### src/rtl/mem_blk_arbiter_if.sv
// Bundle of the I-cache, D-cache and main-memory block-transfer signals around mem_blk_arbiter.
// Handshake: a requester raises *_req with stable fields and holds it until it sees *_done,
// then drops it in that cycle; a memory strobe is held until its matching *_valid completes it.
interface mem_blk_arbiter_if #(
  parameter int BLK_W = 256
);
  logic             i_req;
  logic [31:0]      i_addr;
  logic [BLK_W-1:0] i_data;
  logic             i_done;

  logic             d_req;
  logic             d_wb;
  logic             d_rd;
  logic [31:0]      d_wb_addr;
  logic [BLK_W-1:0] d_wdata;
  logic [31:0]      d_addr;
  logic [BLK_W-1:0] d_rdata;
  logic             d_done;

  logic [31:0]      mem_addr;
  logic             mem_blk_read;
  logic             mem_blk_write;
  logic [BLK_W-1:0] mem_wdata;
  logic [BLK_W-1:0] mem_rdata;
  logic             mem_read_valid;
  logic             mem_write_valid;

  logic             busy;
  logic             timeout_err;

  modport slave (
    input  i_req, i_addr, d_req, d_wb, d_rd, d_wb_addr, d_wdata, d_addr,
           mem_rdata, mem_read_valid, mem_write_valid,
    output i_data, i_done, d_rdata, d_done, mem_addr, mem_blk_read, mem_blk_write,
           mem_wdata, busy, timeout_err
  );

  modport master (
    output i_req, i_addr, d_req, d_wb, d_rd, d_wb_addr, d_wdata, d_addr,
           mem_rdata, mem_read_valid, mem_write_valid,
    input  i_data, i_done, d_rdata, d_done, mem_addr, mem_blk_read, mem_blk_write,
           mem_wdata, busy, timeout_err
  );
endinterface

### src/rtl/mem_blk_arbiter.sv
// Round-robin owner of the main-memory block port: I-cache refills versus D-cache
// writeback+refill (issued as one atomic grant), with a retrying watchdog.
module mem_blk_arbiter #(
  parameter int BLK_W   = 256,
  parameter int TIMEOUT = 1023
) (
  input  logic                CLK,
  input  logic                RESET,
  mem_blk_arbiter_if.slave    bus,
  output logic [1:0]          dbg_state
);

  typedef enum logic [1:0] {
    IDLE = 2'd0,
    IRD  = 2'd1,
    DWB  = 2'd2,
    DRD  = 2'd3
  } state_t;

  localparam int          CW        = $clog2(TIMEOUT + 1);
  localparam logic [31:0] BLK_MASK  = 32'hFFFF_FFE0;

  state_t           state, state_n;
  logic             last_served_d;
  logic [CW-1:0]    wd_cnt;
  logic             wd_drop;
  logic             timeout_err_q;

  logic [31:0]      i_addr_q, d_wb_addr_q, d_addr_q;
  logic             d_rd_q;
  logic [BLK_W-1:0] d_wdata_q;
  logic [BLK_W-1:0] i_data_q, d_rdata_q;
  logic             i_done_q, d_done_q;

  logic i_elig, d_elig, grant_i, grant_d;
  logic rd_strobe, wr_strobe, rd_hit, wr_hit, wd_fire;
  logic i_fill_done, d_fill_done, wb_only_done, d_nop;

  always_comb begin
    // A requester still showing its done pulse may not have dropped req yet.
    i_elig       = bus.i_req && !i_done_q;
    d_elig       = bus.d_req && !d_done_q;
    grant_i      = 1'b0;
    grant_d      = 1'b0;
    if (state == IDLE) begin
      if (i_elig && d_elig) begin
        grant_d = !last_served_d;
        grant_i = last_served_d;
      end else begin
        grant_i = i_elig;
        grant_d = d_elig;
      end
    end

    rd_strobe    = ((state == IRD) || (state == DRD)) && !wd_drop;
    wr_strobe    = (state == DWB) && !wd_drop;
    rd_hit       = rd_strobe && bus.mem_read_valid;
    wr_hit       = wr_strobe && bus.mem_write_valid;
    wd_fire      = ((rd_strobe && !rd_hit) || (wr_strobe && !wr_hit)) &&
                   (wd_cnt == CW'(TIMEOUT - 1));

    i_fill_done  = (state == IRD) && rd_hit;
    d_fill_done  = (state == DRD) && rd_hit;
    wb_only_done = wr_hit && !d_rd_q;
    d_nop        = grant_d && !bus.d_wb && !bus.d_rd;

    state_n = state;
    case (state)
      IDLE: begin
        if (grant_i)                   state_n = IRD;
        else if (grant_d && bus.d_wb)  state_n = DWB;
        else if (grant_d && bus.d_rd)  state_n = DRD;
      end
      IRD, DRD: if (rd_hit) state_n = IDLE;
      DWB:      if (wr_hit) state_n = d_rd_q ? DRD : IDLE;
      default:  state_n = IDLE;
    endcase
  end

  always_ff @(posedge CLK) begin
    if (!RESET) begin
      state         <= IDLE;
      last_served_d <= 1'b0;
      wd_cnt        <= '0;
      wd_drop       <= 1'b0;
      timeout_err_q <= 1'b0;
      i_addr_q      <= '0;
      d_wb_addr_q   <= '0;
      d_addr_q      <= '0;
      d_rd_q        <= 1'b0;
      d_wdata_q     <= '0;
      i_data_q      <= '0;
      d_rdata_q     <= '0;
      i_done_q      <= 1'b0;
      d_done_q      <= 1'b0;
    end else begin
      state    <= state_n;
      i_done_q <= i_fill_done;
      d_done_q <= d_fill_done || wb_only_done || d_nop;

      if (grant_i) i_addr_q <= bus.i_addr;
      if (grant_d) begin
        d_wb_addr_q <= bus.d_wb_addr;
        d_addr_q    <= bus.d_addr;
        d_rd_q      <= bus.d_rd;
        d_wdata_q   <= bus.d_wdata;
      end

      if (i_fill_done) i_data_q  <= bus.mem_rdata;
      if (d_fill_done) d_rdata_q <= bus.mem_rdata;

      if (i_fill_done)                                 last_served_d <= 1'b0;
      else if (d_fill_done || wb_only_done || d_nop)   last_served_d <= 1'b1;

      // Retry drops the strobe for one cycle; address and data registers stay put.
      if (state_n != state) begin
        wd_cnt  <= '0;
        wd_drop <= 1'b0;
      end else if (wd_fire) begin
        wd_cnt        <= '0;
        wd_drop       <= 1'b1;
        timeout_err_q <= 1'b1;
      end else if (rd_strobe || wr_strobe) begin
        wd_cnt  <= wd_cnt + 1'b1;
        wd_drop <= 1'b0;
      end else begin
        wd_drop <= 1'b0;
      end
    end
  end

  always_comb begin
    case (state)
      IRD:     bus.mem_addr = i_addr_q & BLK_MASK;
      DWB:     bus.mem_addr = d_wb_addr_q & BLK_MASK;
      DRD:     bus.mem_addr = d_addr_q & BLK_MASK;
      default: bus.mem_addr = '0;
    endcase
  end

  assign bus.mem_blk_read  = rd_strobe;
  assign bus.mem_blk_write = wr_strobe;
  assign bus.mem_wdata     = (state == DWB) ? d_wdata_q : '0;
  assign bus.i_data        = i_data_q;
  assign bus.d_rdata       = d_rdata_q;
  assign bus.i_done        = i_done_q;
  assign bus.d_done        = d_done_q;
  assign bus.busy          = (state != IDLE);
  assign bus.timeout_err   = timeout_err_q;
  assign dbg_state         = state;

endmodule

### src/flat_wrapper.sv
// flat-port wrapper written by rule: the top's interface ports become plain ports
module mem_blk_arbiter_flat 
#(
  parameter int BLK_W   = 256,
  parameter int TIMEOUT = 1023
)
  (CLK, RESET, dbg_state, bus_i_req, bus_i_addr, bus_d_req, bus_d_wb, bus_d_rd, bus_d_wb_addr, bus_d_wdata, bus_d_addr, bus_mem_rdata, bus_mem_read_valid, bus_mem_write_valid, bus_i_data, bus_i_done, bus_d_rdata, bus_d_done, bus_mem_addr, bus_mem_blk_read, bus_mem_blk_write, bus_mem_wdata, bus_busy, bus_timeout_err);
  mem_blk_arbiter_if #(.BLK_W(BLK_W)) bus_i ();
  input  logic CLK;
  input  logic RESET;
  output logic [1:0] dbg_state;
  input wire logic [$bits(bus_i.i_req)-1:0] bus_i_req;
  input wire logic [$bits(bus_i.i_addr)-1:0] bus_i_addr;
  input wire logic [$bits(bus_i.d_req)-1:0] bus_d_req;
  input wire logic [$bits(bus_i.d_wb)-1:0] bus_d_wb;
  input wire logic [$bits(bus_i.d_rd)-1:0] bus_d_rd;
  input wire logic [$bits(bus_i.d_wb_addr)-1:0] bus_d_wb_addr;
  input wire logic [$bits(bus_i.d_wdata)-1:0] bus_d_wdata;
  input wire logic [$bits(bus_i.d_addr)-1:0] bus_d_addr;
  input wire logic [$bits(bus_i.mem_rdata)-1:0] bus_mem_rdata;
  input wire logic [$bits(bus_i.mem_read_valid)-1:0] bus_mem_read_valid;
  input wire logic [$bits(bus_i.mem_write_valid)-1:0] bus_mem_write_valid;
  output wire logic [$bits(bus_i.i_data)-1:0] bus_i_data;
  output wire logic [$bits(bus_i.i_done)-1:0] bus_i_done;
  output wire logic [$bits(bus_i.d_rdata)-1:0] bus_d_rdata;
  output wire logic [$bits(bus_i.d_done)-1:0] bus_d_done;
  output wire logic [$bits(bus_i.mem_addr)-1:0] bus_mem_addr;
  output wire logic [$bits(bus_i.mem_blk_read)-1:0] bus_mem_blk_read;
  output wire logic [$bits(bus_i.mem_blk_write)-1:0] bus_mem_blk_write;
  output wire logic [$bits(bus_i.mem_wdata)-1:0] bus_mem_wdata;
  output wire logic [$bits(bus_i.busy)-1:0] bus_busy;
  output wire logic [$bits(bus_i.timeout_err)-1:0] bus_timeout_err;
  assign bus_i.i_req = bus_i_req;
  assign bus_i.i_addr = bus_i_addr;
  assign bus_i.d_req = bus_d_req;
  assign bus_i.d_wb = bus_d_wb;
  assign bus_i.d_rd = bus_d_rd;
  assign bus_i.d_wb_addr = bus_d_wb_addr;
  assign bus_i.d_wdata = bus_d_wdata;
  assign bus_i.d_addr = bus_d_addr;
  assign bus_i.mem_rdata = bus_mem_rdata;
  assign bus_i.mem_read_valid = bus_mem_read_valid;
  assign bus_i.mem_write_valid = bus_mem_write_valid;
  assign bus_i_data = bus_i.i_data;
  assign bus_i_done = bus_i.i_done;
  assign bus_d_rdata = bus_i.d_rdata;
  assign bus_d_done = bus_i.d_done;
  assign bus_mem_addr = bus_i.mem_addr;
  assign bus_mem_blk_read = bus_i.mem_blk_read;
  assign bus_mem_blk_write = bus_i.mem_blk_write;
  assign bus_mem_wdata = bus_i.mem_wdata;
  assign bus_busy = bus_i.busy;
  assign bus_timeout_err = bus_i.timeout_err;
  mem_blk_arbiter #(.BLK_W(BLK_W), .TIMEOUT(TIMEOUT)) u_core (.CLK(CLK), .RESET(RESET), .bus(bus_i), .dbg_state(dbg_state));
endmodule
### config.mk
export PLATFORM = sky130hd
export DESIGN_NAME = mem_blk_arbiter_flat
export DESIGN_NICKNAME = d
export VERILOG_FILES = /design/src/rtl/mem_blk_arbiter_if.sv /design/src/rtl/mem_blk_arbiter.sv /design/src/flat_wrapper.sv
export SDC_FILE = /design/constraint.sdc
export NUM_CORES = 2
export LEC_CHECK = 0
export ABC_AREA = 0
export CORE_AREA = 2 2 559 561
export CTS_CLUSTER_SIZE = 40
export DETAILED_ROUTE_END_ITERATION = 12
export DIE_AREA = 0 0 561 563
export PLACE_DENSITY = 0.3
export REMOVE_ABC_BUFFERS = 1
export SYNTH_ARGS = -nofsm -noshare
export SYNTH_HDL_FRONTEND = slang
export SYNTH_SLANG_ARGS = --single-unit
### constraint.sdc
create_clock -name CLK -period 2.2 [get_ports CLK]
set_clock_uncertainty 0.05 [all_clocks]
set_input_delay 0.22 -clock CLK [delete_from_list [all_inputs] [get_ports CLK]]
set_output_delay 0.22 -clock CLK [all_outputs]
set_load 0.05 [all_outputs]
==> impl_metrics.env <==
export IMPL_drtAntennaViolNets=0
export IMPL_crit_type="reg2out"
export IMPL_cts_max_path_buffers=4
export IMPL_drc=0
export IMPL_post_route_period_util_pct=119
export IMPL_p_leak_uw=0.0238
export IMPL_violations="negative setup slack"
export IMPL_period_needed_ns=2.61
export IMPL_layout_nets=6255
export IMPL_dp_cells=9041
export IMPL_tightest_slew_ns=0.918
export IMPL_pin_count=1424
export IMPL_holdWs_ns=0.0682
export IMPL_wl_per_cell_um=22.1
export IMPL_maxSlewHeadroom_pct=38.4
export IMPL_finalWeightedCongestion=0.782
export IMPL_fin_tns_setup_ns=-137.26
export IMPL_cp_start_kind="flip-flop"
export IMPL_first_iter_violations=1442
export IMPL_setup_violations=875
export IMPL_setup_slack_ns=-0.414
export IMPL_initial_core_util_pct=10.0
export IMPL_antenna_found_initial=67
export IMPL_die_w_um=561
export IMPL_gr_usage_met1_pct=14.7
export IMPL_cap_violations=0
export IMPL_drt_pass1_iterations=5
export IMPL_floorplan_rows=205
export IMPL_run_status="finished, violations left"
export IMPL_grt_max_degree=70
export IMPL_dp_hpwl_um=166000
export IMPL_rsz0062_at_grt="yes"
export IMPL_grt_first_pass_wirelength_um=292000
export IMPL_clock_latency_ns=0.82
export IMPL_portBuffers=1403
export IMPL_viasPerCell=3.39
export IMPL_synth_area_um2=31200
export IMPL_dieArea_um2=316000
export IMPL_cts_buffers=119
export IMPL_path_max_fanout=6
export IMPL_ys_flop_type="dfxtp_1"
export IMPL_hold_viol=0
export IMPL_finalNonFillerCells=9876
export IMPL_overflow=0
export IMPL_hold_path_class="in2reg"
export IMPL_maxSlewViolCount=0
export IMPL_cts_tree="done"
export IMPL_fmax_mhz=383
export IMPL_cts_root_buf="clkbuf_16"
export IMPL_core_region_area_um2=310000
export IMPL_grt_pass1_vias=35000
export IMPL_utilization_pct=21.1
export IMPL_htreeDepth=3
export IMPL_synth_cell_type_count=46
export IMPL_critPathRequiredTime_ns=1.93
export IMPL_synthArstFlopShare_pct=0
export IMPL_gr_usage_met3_pct=5.28
export IMPL_die_y_um=563
export IMPL_synth_edf_count=0
export IMPL_area_growth_pct=110
export IMPL_synth_seq_area_share_pct=55.7
export IMPL_postSynthCellCount=3601
export IMPL_avgSynthCellArea_um2=8.66
export IMPL_clk_pin_slew_ns=0.06
export IMPL_vdd_drop_max_v=0.000629
export IMPL_routed_via_count=33500
export IMPL_arrival_ns=2.34
export IMPL_cts_sinks=867
export IMPL_ys_ff_latch=867
export IMPL_busiest_layer="met2"
export IMPL_grt_usage_pct=13.0
export IMPL_power_density_nw_per_um2=709
export IMPL_yosys_warnings=0
export IMPL_wirelength_um=219000
export IMPL_use_met2_pct=22.4
export IMPL_drive_gt1_share_pct=18.4
export IMPL_critPathCaptureType="output port"
==> metrics by stage <==
stage | worst slack, ns | power [uW] | cell area [um2]
after floorplan | -19.81 | 21000 | 29800
after global placement | -0.0292 | 25300 | 54000
after detailed placement | -0.0307 | 25300 | 54000
after CTS | -0.586 | 47100 | 64700
after global routing | -0.557 | 48600 | 65600
final | -0.414 | 46500 | 65600
==> synth_stat cells (5+ instances only) <==
| library cell | instances | share of area [%] |
|---|---|---|
| a21oi_1 | 597 | 9.6 |
| buf_4 | 28 | 0.67 |
| a22o_1 | 283 | 8.0 |
| and2_1 | 262 | 5.3 |
| dfxtp_1 | 867 | 56 |
| buf_1 | 13 | 0.16 |
| buf_2 | 123 | 2.0 |
| nor3_1 | 10 | 0.16 |
| nor2_1 | 8 | 0.096 |
| nand2_1 | 1193 | 14 |
| xor2_1 | 5 | 0.14 |
| mux2_2 | 27 | 0.98 |
| clkbuf_1 | 132 | 1.6 |
==> cells in the final DEF (no fill, tap or decap), types with 3 or more instances in the layout <==
cell type,netlist,routed
a22o_1,283,264
dlymetal6s2s_1,0,3
dfxtp_1,867,865
nand2_2,0,5
and2_4,0,222
xnor2_1,4,4
clkdlybuf4s50_1,0,1085
clkinv_2,0,16
bufinv_16,0,7
buf_16,0,13
buf_8,0,13
a21oi_1,597,582
mux2_4,0,14
clkbuf_8,0,26
conb_1,1,5
nand2_1,1193,1187
xor2_1,5,5
nor3_1,10,10
clkbuf_1,132,30
dlygate4sd3_1,0,552
diode_2,0,14
nor2_4,1,4
clkbuf_16,0,132
buf_4,28,159
buf_6,3,9
inv_1,4,3
mux2_2,27,13
a21oi_2,0,15
a22o_4,0,19
and2_1,262,39
nor2_1,8,5
buf_12,0,362
and4_1,3,3
nand4_1,4,4
==> layout make-up <==
class / count / area (um2)
Inverter: 5 / 28.8
Tap cell: 4140 / 5180
Clock inverter: 31 / 412
Sequential cell: 867 / 17400
Clock buffer: 175 / 3450
Antenna cell: 14 / 35.0
Multi-Input combinational cell: 2434 / 13300
Timing Repair Buffer: 2210 / 25800
Fill cell: 34100 / 245000
==> per-layer routing <==
layer | vias to the layer above | routed length [um]
li1 | 16100 | -
met1 | 15900 | 86900
met2 | 1230 | 105000
met3 | 326 | 19700
met4 | 10 | 6870
met5 | - | 69
==> repair_timing <==
item / 4_1_cts / 5_1_grt
resized for setup: 266 / 124
pin swaps: 46 / 22
hold endpoints to repair: 765 / 0
gates cloned: 8 / 13
setup endpoints to repair: 777 / 1127
hold buffers: 552 / 0
buffers inserted: 24 / 22
==> power breakdown <==
group          switching, uW  total (uW)  internal (uW)
Combinational           5240        9830           4590
Clock                   8060       19600          11600
Sequential               503       17000          16500
==> flip-flops by register name (all words and copies together) (netlist names) <==
register and count:
u_core.bus.i_data 256, u_core.last_served_d 1, u_core.d_addr_q 27, u_core.wd_drop 1
u_core.bus.d_rdata 256, u_core.d_wdata_q 256, u_core.d_rd_q 1, u_core.bus.timeout_err 1
u_core.d_wb_addr_q 27, u_core.i_addr_q 27, u_core.bus.d_done 1, u_core.bus.i_done 1
u_core.wd_cnt 10, u_core.dbg_state 2
==> logic make-up after synthesis <==
group                      Yosys count  share of synthesized area [%]
AOI/OAI and AO/OA                  892                           17.9
DFF                                867                           55.7
other                                1                         0.0120
buffers and inverters              304                           4.56
muxes                               27                          0.975
adders and majority gates            2                         0.0803
and+or+nand+nor                   1499                           20.6
xor gates and xnor gates             9                          0.253
==> worst paths after layout <==
| kind | end | slack (ns) | depth (start not counted) | start |
|---|---|---|---|---|
| worst max-delay path | bus_mem_addr[10] | -0.41 | 6 | u_core.dbg_state[1]$_SDFF_PN0_ |
| worst min-delay path | u_core.d_wdata_q[193]$_SDFFE_PN0N_ | 0.07 | 3 | bus_d_wdata[193] |
| worst max register to register | u_core.d_addr_q[24]$_SDFFE_PN0N_ | -0.09 | 11 | u_core.dbg_state[1]$_SDFF_PN0_ |
| worst min register to register | u_core.d_wdata_q[147]$_SDFFE_PN0N_ | 0.40 | 2 | u_core.d_wdata_q[147]$_SDFFE_PN0N_ |
==> critical path, stage by stage (launching register included) <==
cell and delay [ns]:
dfxtp_4 0.38, buf_12 0.12, buf_12 0.14, buf_12 0.14, mux2_2 0.34, a22o_1 0.21, buf_12 0.16
No activity file was read; power rests on OpenSTA's default activity.
